**src/rtl/univ_shift_reg_ne.sv**
```systemverilog
// Falling-edge universal shift register (hold / shift right / shift left / load)
// with a saturating shift counter that flags a full word shifted since load/reset.
module univ_shift_reg_ne #(
    parameter int unsigned WIDTH = 4
) (
    input  logic             C,
    input  logic             RE,
    input  logic [1:0]       MODE,
    input  logic [WIDTH-1:0] D,
    input  logic             SIR,
    input  logic             SIL,
    output logic [WIDTH-1:0] Q,
    output logic [WIDTH-1:0] Qnot,
    output logic             SO_R,
    output logic             SO_L,
    output logic             DONE
);

    localparam int unsigned CW = $clog2(WIDTH + 1);

    typedef enum logic [1:0] {
        MODE_HOLD = 2'b00,
        MODE_SHR  = 2'b01,
        MODE_SHL  = 2'b10,
        MODE_LOAD = 2'b11
    } mode_e;

    logic [WIDTH-1:0] q_r;
    logic [WIDTH-1:0] q_nxt;
    logic [CW-1:0]    cnt_r;
    logic [CW-1:0]    cnt_nxt;
    logic             done_r;
    logic             cnt_full;
    mode_e            mode;

    assign mode     = mode_e'(MODE);
    assign cnt_full = (cnt_r == CW'(WIDTH));

    // Next register contents and shift count
    always_comb begin
        q_nxt   = q_r;
        cnt_nxt = cnt_r;
        case (mode)
            MODE_HOLD: begin
                q_nxt   = q_r;
                cnt_nxt = cnt_r;
            end
            MODE_SHR: begin
                q_nxt   = {SIR, q_r[WIDTH-1:1]};
                cnt_nxt = cnt_full ? cnt_r : cnt_r + CW'(1);
            end
            MODE_SHL: begin
                q_nxt   = {q_r[WIDTH-2:0], SIL};
                cnt_nxt = cnt_full ? cnt_r : cnt_r + CW'(1);
            end
            MODE_LOAD: begin
                q_nxt   = D;
                cnt_nxt = '0;
            end
            default: begin
                q_nxt   = q_r;
                cnt_nxt = cnt_r;
            end
        endcase
    end

    // DONE is registered alongside the count so it never glitches
    always_ff @(negedge C or posedge RE) begin
        if (RE) begin
            q_r    <= '0;
            cnt_r  <= '0;
            done_r <= 1'b0;
        end else begin
            q_r    <= q_nxt;
            cnt_r  <= cnt_nxt;
            done_r <= (cnt_nxt == CW'(WIDTH));
        end
    end

    assign Q    = q_r;
    assign Qnot = ~q_r;
    assign SO_R = q_r[0];
    assign SO_L = q_r[WIDTH-1];
    assign DONE = done_r;

endmodule

```
**config.mk**
```make
export PLATFORM = sky130hd
export DESIGN_NAME = univ_shift_reg_ne
export DESIGN_NICKNAME = d
export VERILOG_FILES = /design/src/rtl/univ_shift_reg_ne.sv
export SDC_FILE = /design/constraint.sdc
export NUM_CORES = 1
export LEC_CHECK = 0
export ABC_CLOCK_PERIOD_IN_PS = 2500
export CAP_MARGIN = 10
export CORE_AREA = 10 10 47 49
export CTS_BUF_LIST = sky130_fd_sc_hd__clkbuf_8
export CTS_CLUSTER_DIAMETER = 40
export DETAILED_ROUTE_END_ITERATION = 10
export DIE_AREA = 0 0 57 59
export GPL_TIMING_DRIVEN = 1
export PLACE_DENSITY = 0.73
export SYNTH_ARGS = -nofsm -noshare
export SYNTH_HDL_FRONTEND = slang
export SYNTH_SLANG_ARGS = --single-unit
```
**constraint.sdc**
```tcl
create_clock -name C -period 2.5 [get_ports C]
set_clock_uncertainty 0.2 [all_clocks]
set_input_delay 0.375 -clock C [delete_from_list [all_inputs] [get_ports C]]
set_output_delay 0.375 -clock C [all_outputs]
set_load 0.05 [all_outputs]
```
==> impl_results.rst, run 1 <==
.. list-table::
   :header-rows: 1

   * - Metric
     - Value
   * - Number of nets in the synthesized netlist
     - 71
   * - Cell count of the worst hold path
     - 2
   * - Endpoint class of the critical path
     - primary output
   * - Number of cells after detailed placement
     - 103
   * - Result of the run
     - complete, but fails checks
   * - Cell count after synthesis
     - 55
   * - Total internal power
     - 534 uW
   * - Kind of critical path
     - reg -> out
   * - Number of cell instances on the worst register-to-register path
     - 5
   * - Adder-Cell Fraction of Synth Area
     - 14.5%
   * - Buffers from clock root to sink, at most
     - 2
   * - Number of register bits inferred by synthesis
     - 8
   * - Via count of the first global-routing pass
     - 649
   * - Insertion delay of the later-clocked pin in the worst-skew pair
     - 0.25 ns
   * - Number of hold violations in the final report
     - 0
   * - Clock Pin Slew Worst Setup and Hold Paths
     - 0.03 ns
   * - Count of unresolved DRC violations after routing
     - 0
   * - Number of max-capacitance violations reported
     - 0
   * - Pin count of the biggest net entering global routing
     - 9
   * - Placement Rows
     - 14
   * - Max-slew violations
     - 0
   * - Standby leakage power
     - 0.000553 uW
   * - Dominant combinational cell family by area after synthesis
     - compound AO/OA/AOI/OAI gates
   * - Minimum hold slack
     - 0.380 ns
   * - Count of vias placed by the detailed router
     - 602
   * - Die Y
     - 59 um
   * - Synthesized area per cell
     - 9.40 um2
   * - Area leader, netlist
     - sky130_fd_sc_hd__dfrtn_1
   * - Number of sinks driven by the clock tree
     - 8
   * - Leading cell type in the layout, fill and taps excluded
     - sky130_fd_sc_hd__buf_4
   * - Headroom to the max-slew limit
     - 78.3%
   * - Class of the tightest hold or removal check
     - reg -> reg
   * - Proportion of power drawn by flip-flops and latches
     - 23.3%
   * - Fraction of synthesized area in multiplexers
     - 1.94%
   * - Initial antenna violation count
     - 0
   * - Data arrival, critical path
     - 2.23 ns
   * - Core Box Area
     - 1400 um2
   * - Synthesized-area fraction occupied by ao, oa, aoi and oai cells
     - 24.5%
   * - Number of iterations in the first detailed-routing pass
     - 4
   * - Fraction of layout cells with a size suffix above 1
     - 61.9%
   * - Total Nets Final
     - 115
   * - Detailed placement HPWL
     - 1.32 mm
   * - XOR/XNOR share of the synthesized area
     - 1.69%
   * - Fraction of power consumed by the clock network
     - 17.7%
   * - Startpoint class of the critical path
     - register
   * - GRT Util Overall
     - 12.4%
   * - Worst Tran Pin Value
     - 0.325 ns
   * - Minimum setup slack in the final design
     - -0.307 ns
   * - Total number of yosys warnings
     - 0
   * - Post-DR wirelength/cell
     - 18.3 um
   * - Switching power total
     - 354 uW
   * - Power Density
     - 745 nW/um2
   * - Maximum cell stage delay along the critical path
     - 0.50 ns
   * - Number of clock buffers inserted by TritonCTS
     - 3
   * - Starting density of the core
     - 36.9%
   * - Final cell count without fillers
     - 113
   * - Total design power
     - 888 uW
   * - Leading cell types in the layout, fill and taps excluded
     - sky130_fd_sc_hd__buf_4 (17), sky130_fd_sc_hd__buf_12 (13), sky130_fd_sc_hd__dfrtn_1 (8)
   * - Wire length of the first global-routing pass
     - 3.22 mm
   * - Number of distinct standard cells referenced by the synthesized netlist
     - 17
   * - ANT nets after route
     - 0
   * - Util after Layout
     - 85.0%
   * - Number of setup violations in the final report
     - 18
   * - Area growth from synthesis to final layout
     - 131%
   * - Switching part of the total
     - 39.8%
   * - Sequential area share after synthesis
     - 38.7%
   * - Number of DRC markers in iteration 0
     - 15
   * - Routed WL
     - 2.06 mm
   * - DR vias/cell
     - 5.33
   * - CTS HTree Levels
     - 1
   * - Biggest area contributors in the synthesized netlist
     - sky130_fd_sc_hd__dfrtn_1 (39%), sky130_fd_sc_hd__ha_1 (15%), sky130_fd_sc_hd__inv_1 (7.3%), sky130_fd_sc_hd__a22o_1 (6.8%), sky130_fd_sc_hd__a21oi_1 (5.8%)
   * - Number of diodes added for antenna fixing
     - 0
   * - Library cell used as clock root buffer
     - sky130_fd_sc_hd__clkbuf_8
   * - Ordered list of cells on the worst path
     - inv_2 -> buf_12
   * - Maximum fanout along the worst path
     - 3
   * - Post-placement worst setup slack
     - -0.947 ns
   * - Yosys top cell area share
     - 38.7%
   * - TritonCTS clock tree
     - done
   * - Failing checks
     - negative setup slack
   * - Cell with the biggest individual delay on the critical path
     - sky130_fd_sc_hd__dfrtn_1
   * - Post-Synthesis Cell Area
     - 517 um2
   * - Worst Path Required
     - 1.92 ns
   * - Max IR drop VDD
     - 0.543 mV
   * - Total Die Area
     - 3360 um2
   * - Die extent in x
     - 57 um
   * - Number of buffers inserted by port buffering
     - 20
   * - IO Count
     - 21
   * - Simple logic cell fraction of the synthesized area
     - 7.75%
   * - Unrepaired setup endpoints after global routing
     - yes
   * - Placer's final routability congestion estimate
     - 0.851
   * - Total congestion overflow after global routing
     - 0
   * - Combinational cell fraction of total power
     - 59.0%
## power groups by stage
stage	Sequential, uW	Clock (uW)	Combinational (uW)
final	207	157	523
after global routing	211	162	553
after CTS	204	155	486
after detailed placement	204	0	447
after global placement	202	0	437
after floorplan	239	0	193
## state kept, by name (all words and copies together), names as in the netlist
signal and count:
Q 4, cnt_r 3, DONE 1
## Yosys cell counts
library cell	instances
sky130_fd_sc_hd__inv_1	10
sky130_fd_sc_hd__xnor2_1	1
sky130_fd_sc_hd__a211oi_1	4
sky130_fd_sc_hd__dfrtn_1	8
sky130_fd_sc_hd__buf_4	2
sky130_fd_sc_hd__or3b_1	1
sky130_fd_sc_hd__a21oi_1	6
sky130_fd_sc_hd__nand3_1	1
sky130_fd_sc_hd__a21oi_2	1
sky130_fd_sc_hd__ha_1	6
sky130_fd_sc_hd__clkbuf_1	1
sky130_fd_sc_hd__a211oi_2	1
sky130_fd_sc_hd__nand3b_1	1
sky130_fd_sc_hd__a22o_1	4
sky130_fd_sc_hd__mux2i_1	1
sky130_fd_sc_hd__o21ai_0	2
sky130_fd_sc_hd__nor2_1	5
## metal layers
layer | vias up | routed length, um | track usage (%)
met5 | - | 0 | 0
met4 | 0 | 123 | 9.06
met3 | 13 | 134 | 2.58
met2 | 35 | 1100 | 22.3
met1 | 284 | 703 | 12.2
li1 | 270 | - | -
## cell type report
| type | instances | area (um2) |
|---|---|---|
| Tap cell | 16 | 20.0 |
| Sequential cell | 8 | 200 |
| Timing Repair Buffer | 42 | 514 |
| Inverter | 10 | 57.6 |
| Clock buffer | 3 | 41.3 |
| Multi-Input combinational cell | 34 | 358 |
| Fill cell | 74 | 210 |
## worst max-delay path: cells and delay by family, from the launching register on
| family | cells | cell delay (ns) |
|---|---|---|
| buffers and inverters | 2 | 0.23 |
| flip-flops | 1 | 0.50 |
## cells by family (layout without fill, tap and decap cells)
kind of cell	after synthesis	after routing
XOR/XNOR	1	1
AND/OR/NAND/NOR	8	8
AO/OA/AOI/OAI	18	18
adder cells (fa/ha/maj)	6	6
buffers and inverters	13	55
flip-flops	8	8
multiplexers	1	1
## stage by stage
stage	TNS, ns	area [um2]
final	-3.37	1190
after global routing	-3.98	1190
after CTS	-3.32	1140
after detailed placement	-7.08	1020
after global placement	-6.78	1020
after floorplan	-2.75	596
## path summary, 6_finish.rpt
path | from | endpoint | slack [ns]
max | Q[1]$_DFFE_NP0P_ | Qnot[1] | -0.31
min | cnt_r[2]$_DFF_NP0_ | cnt_r[2]$_DFF_NP0_ | 0.38
max reg2reg | cnt_r[0]$_DFF_NP0_ | cnt_r[1]$_DFF_NP0_ | 0.85
min reg2reg | cnt_r[2]$_DFF_NP0_ | cnt_r[2]$_DFF_NP0_ | 0.38
max in group asynchronous | RE | cnt_r[1]$_DFF_NP0_ | 0.50
min in group asynchronous | RE | Q[0]$_DFFE_NP0P_ | 1.32
## repair_timing
| action | in CTS | in global routing |
|---|---|---|
| gates resized for setup | 31 | 9 |
| buffers inserted | 4 | 3 |
| cloned | 0 | 0 |
| pin swaps | 3 | 2 |
| hold buffers | 0 | 0 |
| endpoints found under the setup margin | 19 | 18 |
(Power assumes the default switching activity.)
==> run 2, diff against run 1 <==
--- a/config.mk
+++ b/config.mk
@@ -7,11 +7,11 @@
 export LEC_CHECK = 0
 export ABC_CLOCK_PERIOD_IN_PS = 2500
 export CAP_MARGIN = 10
-export CORE_AREA = 10 10 47 49
+export CORE_AREA = 2 2 39 41
 export CTS_BUF_LIST = sky130_fd_sc_hd__clkbuf_8
 export CTS_CLUSTER_DIAMETER = 40
 export DETAILED_ROUTE_END_ITERATION = 10
-export DIE_AREA = 0 0 57 59
+export DIE_AREA = 0 0 41 43
 export GPL_TIMING_DRIVEN = 1
 export PLACE_DENSITY = 0.73
 export SYNTH_ARGS = -nofsm -noshare
==> run 2 against run 1 <==
Net effect: the flow still finishes with violations (negative setup slack); sequential power about the same; combinational power is 4.8% lower; die area shrank 48%; critical path depth unchanged; clock power about the same; clock-buffer cell count stayed put; final cell count is 0.88% lower; final area shrank 1.7%; critical endpoint unchanged.
==> impl_results.rst, run 2 (same netlist as run 1, synthesis figures left out) <==
.. list-table::
   :header-rows: 1

   * - Metric
     - Value
   * - Number of hold violations in the final report
     - 0 (unchanged)
   * - Placement Rows
     - 14 (unchanged)
   * - Flip-flop count of the largest register, all copies and words added
     - 4 (unchanged)
   * - Number of clock buffers inserted by TritonCTS
     - 3 (unchanged)
   * - Result of the run
     - complete, but fails checks (unchanged)
   * - Placer's final routability congestion estimate
     - 0.830 (was 0.851)
   * - Number of iterations in the first detailed-routing pass
     - 4 (unchanged)
   * - Minimum setup slack in the final design
     - -0.320 ns (was -0.307 ns)
   * - Number of buffers inserted by port buffering
     - 20 (unchanged)
   * - Post-DR wirelength/cell
     - 15.1 um (was 18.3 um)
   * - Count of unresolved DRC violations after routing
     - 0 (unchanged)
   * - Class of the tightest hold or removal check
     - reg -> reg (unchanged)
   * - Via count of the first global-routing pass
     - 561 (was 649)
   * - Core Box Area
     - 1380 um2 (was 1400 um2)
   * - Endpoint class of the critical path
     - primary output (unchanged)
   * - Count of vias placed by the detailed router
     - 568 (was 602)
   * - Max IR drop VDD
     - 0.492 mV (was 0.543 mV)
   * - Fraction of layout cells with a size suffix above 1
     - 57.3% (was 61.9%)
   * - Total Neg Setup Slack
     - -3.45 ns (was -3.37 ns)
   * - Total Nets Final
     - 114 (was 115)
   * - Failing checks
     - negative setup slack (unchanged)
   * - Leading cell types in the layout, fill and taps excluded
     - sky130_fd_sc_hd__buf_4 (15), sky130_fd_sc_hd__buf_12 (12), sky130_fd_sc_hd__dfrtn_1 (8) (was sky130_fd_sc_hd__buf_4 (17), sky130_fd_sc_hd__buf_12 (13), sky130_fd_sc_hd__dfrtn_1 (8))
   * - DR vias/cell
     - 5.07 (was 5.33)
   * - Maximum fanout along the worst path
     - 3 (unchanged)
   * - Number of setup violations in the final report
     - 16 (was 18)
   * - Die Y
     - 43 um (was 59 um)
   * - Kind of critical path
     - reg -> out (unchanged)
   * - Area growth from synthesis to final layout
     - 127% (was 131%)
   * - Pin count of the biggest net entering global routing
     - 9 (unchanged)
   * - Detailed placement HPWL
     - 1.08 mm (was 1.32 mm)
   * - Number of diodes added for antenna fixing
     - 0 (unchanged)
   * - Fill cell instance count of the final layout
     - 74 (unchanged)
   * - Worst Path Required
     - 1.92 ns (about the same)
   * - Starting density of the core
     - 37.3% (was 36.9%)
   * - Post-route cell area
     - 1170 um2 (was 1190 um2)
   * - Number of sinks driven by the clock tree
     - 8 (unchanged)
   * - Data arrival, critical path
     - 2.25 ns (was 2.23 ns)
   * - TritonCTS clock tree
     - done (unchanged)
   * - Unrepaired setup endpoints after global routing
     - yes (unchanged)
   * - Max-slew violations
     - 0 (unchanged)
   * - Total Die Area
     - 1760 um2 (was 3360 um2)
   * - Worst Tran Pin Value
     - 0.310 ns (was 0.325 ns)
   * - Number of DRC markers in iteration 0
     - 9 (was 15)
   * - Startpoint class of the critical path
     - register (unchanged)
   * - Routed WL
     - 1.69 mm (was 2.06 mm)
   * - Headroom to the max-slew limit
     - 79.3% (was 78.3%)
   * - Standby leakage power
     - 0.000549 uW (was 0.000553 uW)
   * - Library cell used as clock root buffer
     - sky130_fd_sc_hd__clkbuf_8 (unchanged)
   * - CTS HTree Levels
     - 1 (unchanged)
   * - Number of max-capacitance violations reported
     - 0 (unchanged)
   * - ANT nets after route
     - 0 (unchanged)
   * - Die extent in x
     - 41 um (was 57 um)
   * - Quantity of hold-fixing buffers added after cts
     - 0 (unchanged)
   * - Reg2reg setup slack
     - 0.92 ns (was 0.85 ns)
   * - Insertion delay of the later-clocked pin in the worst-skew pair
     - 0.25 ns (about the same)
   * - IO Count
     - 21 (unchanged)
   * - Total congestion overflow after global routing
     - 0 (unchanged)
   * - Leading cell type in the layout, fill and taps excluded
     - sky130_fd_sc_hd__buf_4 (unchanged)
   * - Wire length of the first global-routing pass
     - 2.70 mm (was 3.22 mm)
   * - Total placed instance area
     - 1010 um2 (was 1020 um2)
   * - Buffers from clock root to sink, at most
     - 2 (unchanged)
   * - Power Density
     - 733 nW/um2 (was 745 nW/um2)
   * - Initial antenna violation count
     - 0 (unchanged)
   * - Clock Pin Slew Worst Setup and Hold Paths
     - 0.03 ns (about the same)
   * - GRT Util Overall
     - 24.7% (was 12.4%)
-- run 2: layout make-up --
cell class	instances	area [um2]	area share (%)
Clock buffer	3	41.3	3.53
Inverter	10	57.6	4.91
Multi-Input combinational cell	34	348	29.7
Sequential cell	8	200	17.1
Tap cell	16	20.0	1.71
Timing Repair Buffer	41	504	43.1
-- run 2: path summary, 6_finish.rpt --
path,from,to,cells past startpoint
worst max-delay path,Q[1]$_DFFE_NP0P_,Qnot[1],2
worst min-delay path,cnt_r[1]$_DFF_NP0_,cnt_r[1]$_DFF_NP0_,2
worst max register to register,cnt_r[0]$_DFF_NP0_,cnt_r[2]$_DFF_NP0_,5
worst min register to register,cnt_r[1]$_DFF_NP0_,cnt_r[1]$_DFF_NP0_,2
max in group asynchronous,RE,Q[1]$_DFFE_NP0P_,2
min in group asynchronous,RE,DONE$_DFF_NP0_,2
-- run 2: layer usage --
metal,track usage [%],wire [um],part of all wire (%)
met1,29.8,683,40
met2,37.5,897,53
met3,6.81,67,4.0
met4,14.0,44,2.6
met5,0,0,0
-- run 2: per-stage QoR --
| step | worst slack (ns) | util, % | cells | hold slack (ns) | power (uW) |
|---|---|---|---|---|---|
| after floorplan | -0.386 | - | 55 | 0.292 | 432 |
| after global placement | -0.884 | 73.1 | 102 | 0.320 | 635 |
| after detailed placement | -0.920 | 73.1 | 102 | 0.330 | 645 |
| after CTS | -0.286 | 82.5 | 110 | 0.331 | 839 |
| after global routing | -0.347 | 84.6 | 112 | 0.392 | 905 |
| final | -0.320 | 84.6 | 112 | 0.342 | 859 |
-- run 2: power breakdown --
group          internal [uW]  switching [uW]  leakage [uW]
clock network            104            53.1     0.0000216
registers                164            39.3     0.0000990
logic                    257             241      0.000429
-- run 2: worst max-delay path: stages (launching register included) --
cell and delay [ns]:
sky130_fd_sc_hd__dfrtn_1 0.46, sky130_fd_sc_hd__inv_1 0.12, sky130_fd_sc_hd__buf_12 0.16
-- run 2: what timing repair did --
item / 4_1_cts / 5_1_grt
gates resized for setup: 31 / 5
setup buffers: 5 / 2
pin swaps: 1 / 0
setup endpoints to repair: 19 / 16
